### src/rtl/cnc_pkg.sv
// Shared types and sizing for the cnc streaming 4-operand compute engine.
package cnc_pkg;

  localparam int unsigned DATA_W    = 8;
  localparam int unsigned OUT_W     = 17;
  localparam int unsigned FRAME_LEN = 4;
  localparam int unsigned CNT_W     = $clog2(FRAME_LEN);

  typedef enum logic [1:0] {
    MODE_SUM = 2'b00,
    MODE_MAC = 2'b01,
    MODE_MAX = 2'b10,
    MODE_MIN = 2'b11
  } mode_e;

  // Operands of one frame in arrival order.
  typedef struct packed {
    logic [DATA_W-1:0] a;
    logic [DATA_W-1:0] b;
    logic [DATA_W-1:0] c;
    logic [DATA_W-1:0] d;
  } frame_t;

endpackage

### src/rtl/cnc_alu.sv
// Combinational frame operator: sum, dual multiply-accumulate, max or min of four operands.
module cnc_alu
  import cnc_pkg::*;
(
  input  logic [DATA_W-1:0] a,
  input  logic [DATA_W-1:0] b,
  input  logic [DATA_W-1:0] c,
  input  logic [DATA_W-1:0] d,
  input  mode_e             mode,
  output logic [OUT_W-1:0]  result
);

  logic [DATA_W-1:0] max_ab;
  logic [DATA_W-1:0] max_cd;
  logic [DATA_W-1:0] min_ab;
  logic [DATA_W-1:0] min_cd;

  // Pairwise reduction tree for max/min.
  always_comb begin
    max_ab = (a > b) ? a : b;
    max_cd = (c > d) ? c : d;
    min_ab = (a < b) ? a : b;
    min_cd = (c < d) ? c : d;
  end

  always_comb begin
    result = '0;
    case (mode)
      MODE_SUM: result = OUT_W'(a) + OUT_W'(b) + OUT_W'(c) + OUT_W'(d);
      MODE_MAC: result = OUT_W'(a) * OUT_W'(b) + OUT_W'(c) * OUT_W'(d);
      MODE_MAX: result = OUT_W'((max_ab > max_cd) ? max_ab : max_cd);
      MODE_MIN: result = OUT_W'((min_ab < min_cd) ? min_ab : min_cd);
      default:  result = '0;
    endcase
  end

endmodule

### src/rtl/cnc.sv
// cnc top: groups the byte stream into 4-operand frames and strobes one result per frame.
module cnc
  import cnc_pkg::*;
(
  input  logic              clk,
  input  logic              reset,
  input  logic              in_en,
  input  logic [1:0]        mode,
  input  logic [DATA_W-1:0] in_data,
  output logic              out_en,
  output logic [OUT_W-1:0]  out_data
);

  localparam logic [CNT_W-1:0] LAST_SLOT = CNT_W'(FRAME_LEN - 1);

  logic [CNT_W-1:0] cnt_q;
  frame_t           frame_q;
  mode_e            mode_q;
  logic             pend_q;
  logic [OUT_W-1:0] result_c;

  // Slot counter; wraps on the operand that completes a frame.
  always_ff @(posedge clk or negedge reset) begin
    if (!reset) begin
      cnt_q <= '0;
    end else if (in_en) begin
      cnt_q <= (cnt_q == LAST_SLOT) ? '0 : cnt_q + CNT_W'(1);
    end
  end

  // Operand and frame-mode capture, only while in_en so idle-cycle inputs never reach state.
  always_ff @(posedge clk or negedge reset) begin
    if (!reset) begin
      frame_q <= '0;
      mode_q  <= MODE_SUM;
    end else if (in_en) begin
      case (cnt_q)
        CNT_W'(0): begin
          frame_q.a <= in_data;
          mode_q    <= mode_e'(mode);
        end
        CNT_W'(1): frame_q.b <= in_data;
        CNT_W'(2): frame_q.c <= in_data;
        default:   frame_q.d <= in_data;
      endcase
    end
  end

  // Marks a complete frame; the result is taken one edge later from the registered operands.
  always_ff @(posedge clk or negedge reset) begin
    if (!reset) begin
      pend_q <= 1'b0;
    end else begin
      pend_q <= in_en && (cnt_q == LAST_SLOT);
    end
  end

  cnc_alu u_alu (
    .a      (frame_q.a),
    .b      (frame_q.b),
    .c      (frame_q.c),
    .d      (frame_q.d),
    .mode   (mode_q),
    .result (result_c)
  );

  // Result strobe; out_data holds between strobes.
  always_ff @(posedge clk or negedge reset) begin
    if (!reset) begin
      out_en   <= 1'b0;
      out_data <= '0;
    end else begin
      out_en <= pend_q;
      if (pend_q) begin
        out_data <= result_c;
      end
    end
  end

endmodule

### config.mk
export PLATFORM = sky130hd
export DESIGN_NAME = cnc
export DESIGN_NICKNAME = d
export VERILOG_FILES = /design/src/rtl/cnc_pkg.sv /design/src/rtl/cnc_alu.sv /design/src/rtl/cnc.sv
export SDC_FILE = /design/constraint.sdc
export NUM_CORES = 1
export LEC_CHECK = 0
export ABC_AREA = 0
export CAP_MARGIN = 20
export CORE_MARGIN = 5
export CORE_UTILIZATION = 45
export CTS_BUF_LIST = sky130_fd_sc_hd__clkbuf_8 sky130_fd_sc_hd__clkbuf_16
export DETAILED_ROUTE_END_ITERATION = 10
export PLACE_DENSITY = 0.69
export SYNTH_ARGS = -nofsm -noshare
export SYNTH_HDL_FRONTEND = slang
export SYNTH_SLANG_ARGS = --single-unit
### constraint.sdc
create_clock -name clk -period 9.3 [get_ports clk]
set_clock_uncertainty 0.1 [all_clocks]
set_input_delay 1.86 -clock clk [delete_from_list [all_inputs] [get_ports clk]]
set_output_delay 1.86 -clock clk [all_outputs]
set_load 0.02 [all_outputs]
==> results.md <==
Route:
- The wire length per cell is 19.0 µm.
- The detailed-route via count is slightly below 7,000.
- Once detail routing completed, the nets flagged for antenna violations numbered 0.
- After the first detailed-routing iteration, the DRC count stood at 483.
- For this block, the routed nets add up to 23.6 mm of wire.
- For this run, design rule violations remaining after detail routing come to 0.
- Before antenna repair, the detailed router went through 5 iterations.
- Dividing the detail-routed via count by the number of cells gives 5.50.

STA:
- The summed negative setup slack over all endpoints is 0 ns.
- The final critical path takes up 67.9% of the cycle.
- The worst relative slew slack is 34.0%.
- Setup violations remaining at the end of the flow were counted as 0.
- Static timing analysis puts the maximum clock frequency at 158 MHz.
- The number of max-slew violations in the final report is 0.
- Setup repair after global routing left no endpoint under its margin.
- The count of endpoints failing hold in the final timing report is 0.
- The minimum clock period after layout is around 6.3 ns.
- Hold timing on the final database bottoms out at a slack of 0.406 ns.
- The setup slack after layout is between 2 and 3 ns.
- The slew at the pin with the worst max-slew slack is 0.989 ns.

Place:
- Input and output buffers added on the ports amount to 30.
- The routability congestion estimate is 0.966.
- The post-place setup slack is 3.12 ns.
- The placed wire-length estimate is 18.4 mm.

Clocking:
- The tree built by TritonCTS fans out to 55 sinks.
- The number of hold buffers added after CTS is 0.
- The later-pin clock latency in the skew report is 0.32 ns.
- The CTS tree is done.
- The buffer cell driving the clock tree root is clkbuf_16.
- The number of gates resized after CTS was 0.
- The longest clock path from root to sink contains 2 buffers.
- Clock-pin slew was measured on the worst setup and hold paths at approximately 0.10 ns.
- The clock buffer count from CTS is 5.
- The CTS H-tree depth is 2.
- The post-CTS setup buffer count is 0.

Run:
- The max-capacitance violation count is 0.

Die:
- The die height is 150 µm.
- The die is 150 µm wide.
- The number of ports placed on the die boundary is 31.
- The number of rows in the core area is roughly 50.
- The effective utilization at floorplan is a little under half.
- The floorplan step defined a die boundary enclosing 0.0226 mm².
- The core region is slightly below 0.02 mm².

Layout:
- The number of nets in the layout is 1,222.
- The number of diodes is 0.
- The number of inserted filler cells in the final layout is 1,850.
- The sequential cell area is approximately 0.0014 mm².
- The post-synthesis to final-layout area growth is 8.25%.
- In the final layout, the share of cells above drive strength 1 is under 10%.
- Cells fill 49.4% of the core in the end.
- In the final layout, the multi-input gates occupy 0.00669 mm².

Synth:
- The post-synthesis instance area is 0.00888 mm².
- The proportion of synthesized flip-flops having asynchronous set or reset is 100%.
- The per-instance average area after synthesis is 9.28 µm².
- The number of distinct library cells after synthesis is 56.
- Counting flops with a built-in enable in the synthesized netlist gives 0.
- The net count of the mapped netlist is 1,202.
- Synthesis inferred 55 register bits.
- For this run, the number of Yosys warnings is 0.
- The sequential-to-total area share from yosys stat is 15.5%.
- The most frequently used flop master after synthesis is dfrtp_1.
- Synthesis produced 957 cells.

Worst setup path:
- The worst setup path is of the flop to flop kind.
- Counting stages on the worst path, the most repeated cell is fa_1.
- The library cell contributing the largest single delay on the critical path is dfrtp_1.
- The slack of the worst reg-to-reg path is about 3.0 ns.
- The critical path goes through ha_1, inv_1, fa_1, fa_1, fa_1, inv_1, fa_1, fa_1, inv_1, fa_1, inv_1, ha_1, o21a_1, o31a_1, o41ai_1, o21ai_0, o41ai_2, o21ai_1, xnor2_1, o2bb2ai_1.
- The required time of the worst setup path is 9.40 ns.
- STA classifies the critical path endpoint as a flop.
- Of all nets on the critical path, the largest fanout is 12.
- Data arrives at the worst endpoint at 6.41 ns.
- The largest stage delay on the critical path is 0.62 ns.
- The worst setup path is launched from a flop.

Run status:
- The flow ran to the end, and the final reports show no timing, DRC or antenna violations.

Global route:
- In the global route stage, overall resource usage came out at 21.7%.
- The final global-route overflow total is 0.
- The initial antenna violation count is 0.
- The number of global-route vias before repair came to approximately 7,000.
- The first-pass GRT wire length is 37.7 mm.
- Entering global routing, the biggest net connects 56 pins.

Worst hold path:
- The classification of the worst-slack hold path is flop to flop.
-- path summary, 6_finish.rpt --
check | end | depth (start not counted) | start
setup / recovery | out_data[16]$_DFFE_PN0P_ | 20 | frame_q[27]$_DFFE_PN0P_
hold reg to reg | out_data[11]$_DFFE_PN0P_ | 1 | out_data[11]$_DFFE_PN0P_
setup reg to reg | out_data[16]$_DFFE_PN0P_ | 20 | frame_q[27]$_DFFE_PN0P_
min in group asynchronous | out_data[10]$_DFFE_PN0P_ | 2 | reset
hold / removal | out_data[11]$_DFFE_PN0P_ | 1 | out_data[11]$_DFFE_PN0P_
max in group asynchronous | out_data[12]$_DFFE_PN0P_ | 2 | reset
-- Yosys cell counts, drive strengths merged (3+ instances only) --
| cell | count | area [µm²] |
|---|---|---|
| a21boi | 5 | 52.6 |
| o2bb2ai | 7 | 61.3 |
| clkbuf | 18 | 67.6 |
| nor3 | 6 | 30.0 |
| fa | 107 | 2140 |
| ha | 125 | 1560 |
| and3 | 8 | 50.1 |
| xor2 | 9 | 78.8 |
| o211ai | 3 | 22.5 |
| a211oi | 8 | 60.1 |
| a221oi | 3 | 32.5 |
| nor2 | 70 | 268 |
| nand2b | 9 | 58.8 |
| xnor2 | 14 | 123 |
| mux2 | 45 | 510 |
| nand4 | 7 | 43.8 |
| o21bai | 4 | 30.0 |
| a21oi | 42 | 236 |
| o21a | 3 | 22.5 |
| a211o | 3 | 26.3 |
| dfrtp | 55 | 1380 |
| and2 | 40 | 250 |
| inv | 195 | 732 |
| o21ai | 31 | 181 |
| a21o | 14 | 105 |
| nand2 | 62 | 233 |
| nor2b | 10 | 62.6 |
| mux2i | 26 | 260 |
| nand3 | 9 | 45.0 |
-- kinds of logic (layout without fill, tap and decap cells) --
family / Yosys count / after routing / share of synthesized area [%]
multiplexers: 71 / 71 / 8.68
AO/OA/AOI/OAI: 136 / 136 / 10.7
adder cells (fa/ha/maj): 232 / 232 / 41.7
buffers and inverters: 217 / 238 / 9.19
AND/OR/NAND/NOR: 223 / 223 / 11.9
XOR/XNOR: 23 / 23 / 2.27
flip-flops: 55 / 55 / 15.5
-- cell usage in the layout, fill, tap and decap left out, drive strengths merged, types with 3 or more instances in the layout --
cell type | netlist | final
a211o | 3 | 3
a211oi | 8 | 8
a21boi | 5 | 5
a21o | 14 | 14
a21oi | 42 | 42
a221oi | 3 | 3
and2 | 40 | 40
and3 | 8 | 8
buf | 2 | 4
clkbuf | 18 | 5
clkdlybuf4s50 | 0 | 29
clkinv | 2 | 3
dfrtp | 55 | 55
fa | 107 | 107
ha | 125 | 125
inv | 195 | 197
mux2 | 45 | 45
mux2i | 26 | 26
nand2 | 62 | 62
nand2b | 9 | 9
nand3 | 9 | 9
nand4 | 7 | 7
nor2 | 70 | 70
nor2b | 10 | 10
nor3 | 6 | 6
o211ai | 3 | 3
o21a | 3 | 3
o21ai | 31 | 31
o21bai | 4 | 4
o2bb2ai | 7 | 7
xnor2 | 14 | 14
xor2 | 9 | 9
-- routing by layer --
| metal | GRT usage, % | share of wire (%) | vias to the layer above |
|---|---|---|---|
| li1 | - | - | 3125 |
| met1 | 29.1 | 42 | 3423 |
| met2 | 35.2 | 47 | 243 |
| met3 | 4.91 | 7.7 | 49 |
| met4 | 6.72 | 3.4 | 0 |
| met5 | 0 | 0 | - |
-- cell type report --
class,instances,area share [%]
multi-input cells,685,69.6
flip-flops and latches,55,14.3
inverters,197,7.70
well taps,265,3.45
repair buffers,33,3.31
clock buffers,5,1.30
clock inverters,3,0.352
-- stage by stage --
stage,cell area (µm²),instances
after floorplan,8880,957
after global placement,9450,1235
after detailed placement,9450,1235
after CTS,9610,1243
after global routing,9610,1243
final,9610,1243
-- flip-flops by register name (all words and copies together), names as in the netlist --
name      count
out_en        1
mode_q        2
cnt_q         2
frame_q      32
out_data     17
pend_q        1
-- critical path: cells and delay by family, from the launching register on --
family                     cells  cell delay (ns)
buffers and inverters          4             0.22
adders and majority gates      8             3.61
AOI/OAI and AO/OA              7             1.45
DFF                            1             0.62
xor gates and xnor gates       1             0.17
Power is not shown: default switching activity piles up to over one toggle a cycle in this logic, so the estimate is an artifact.
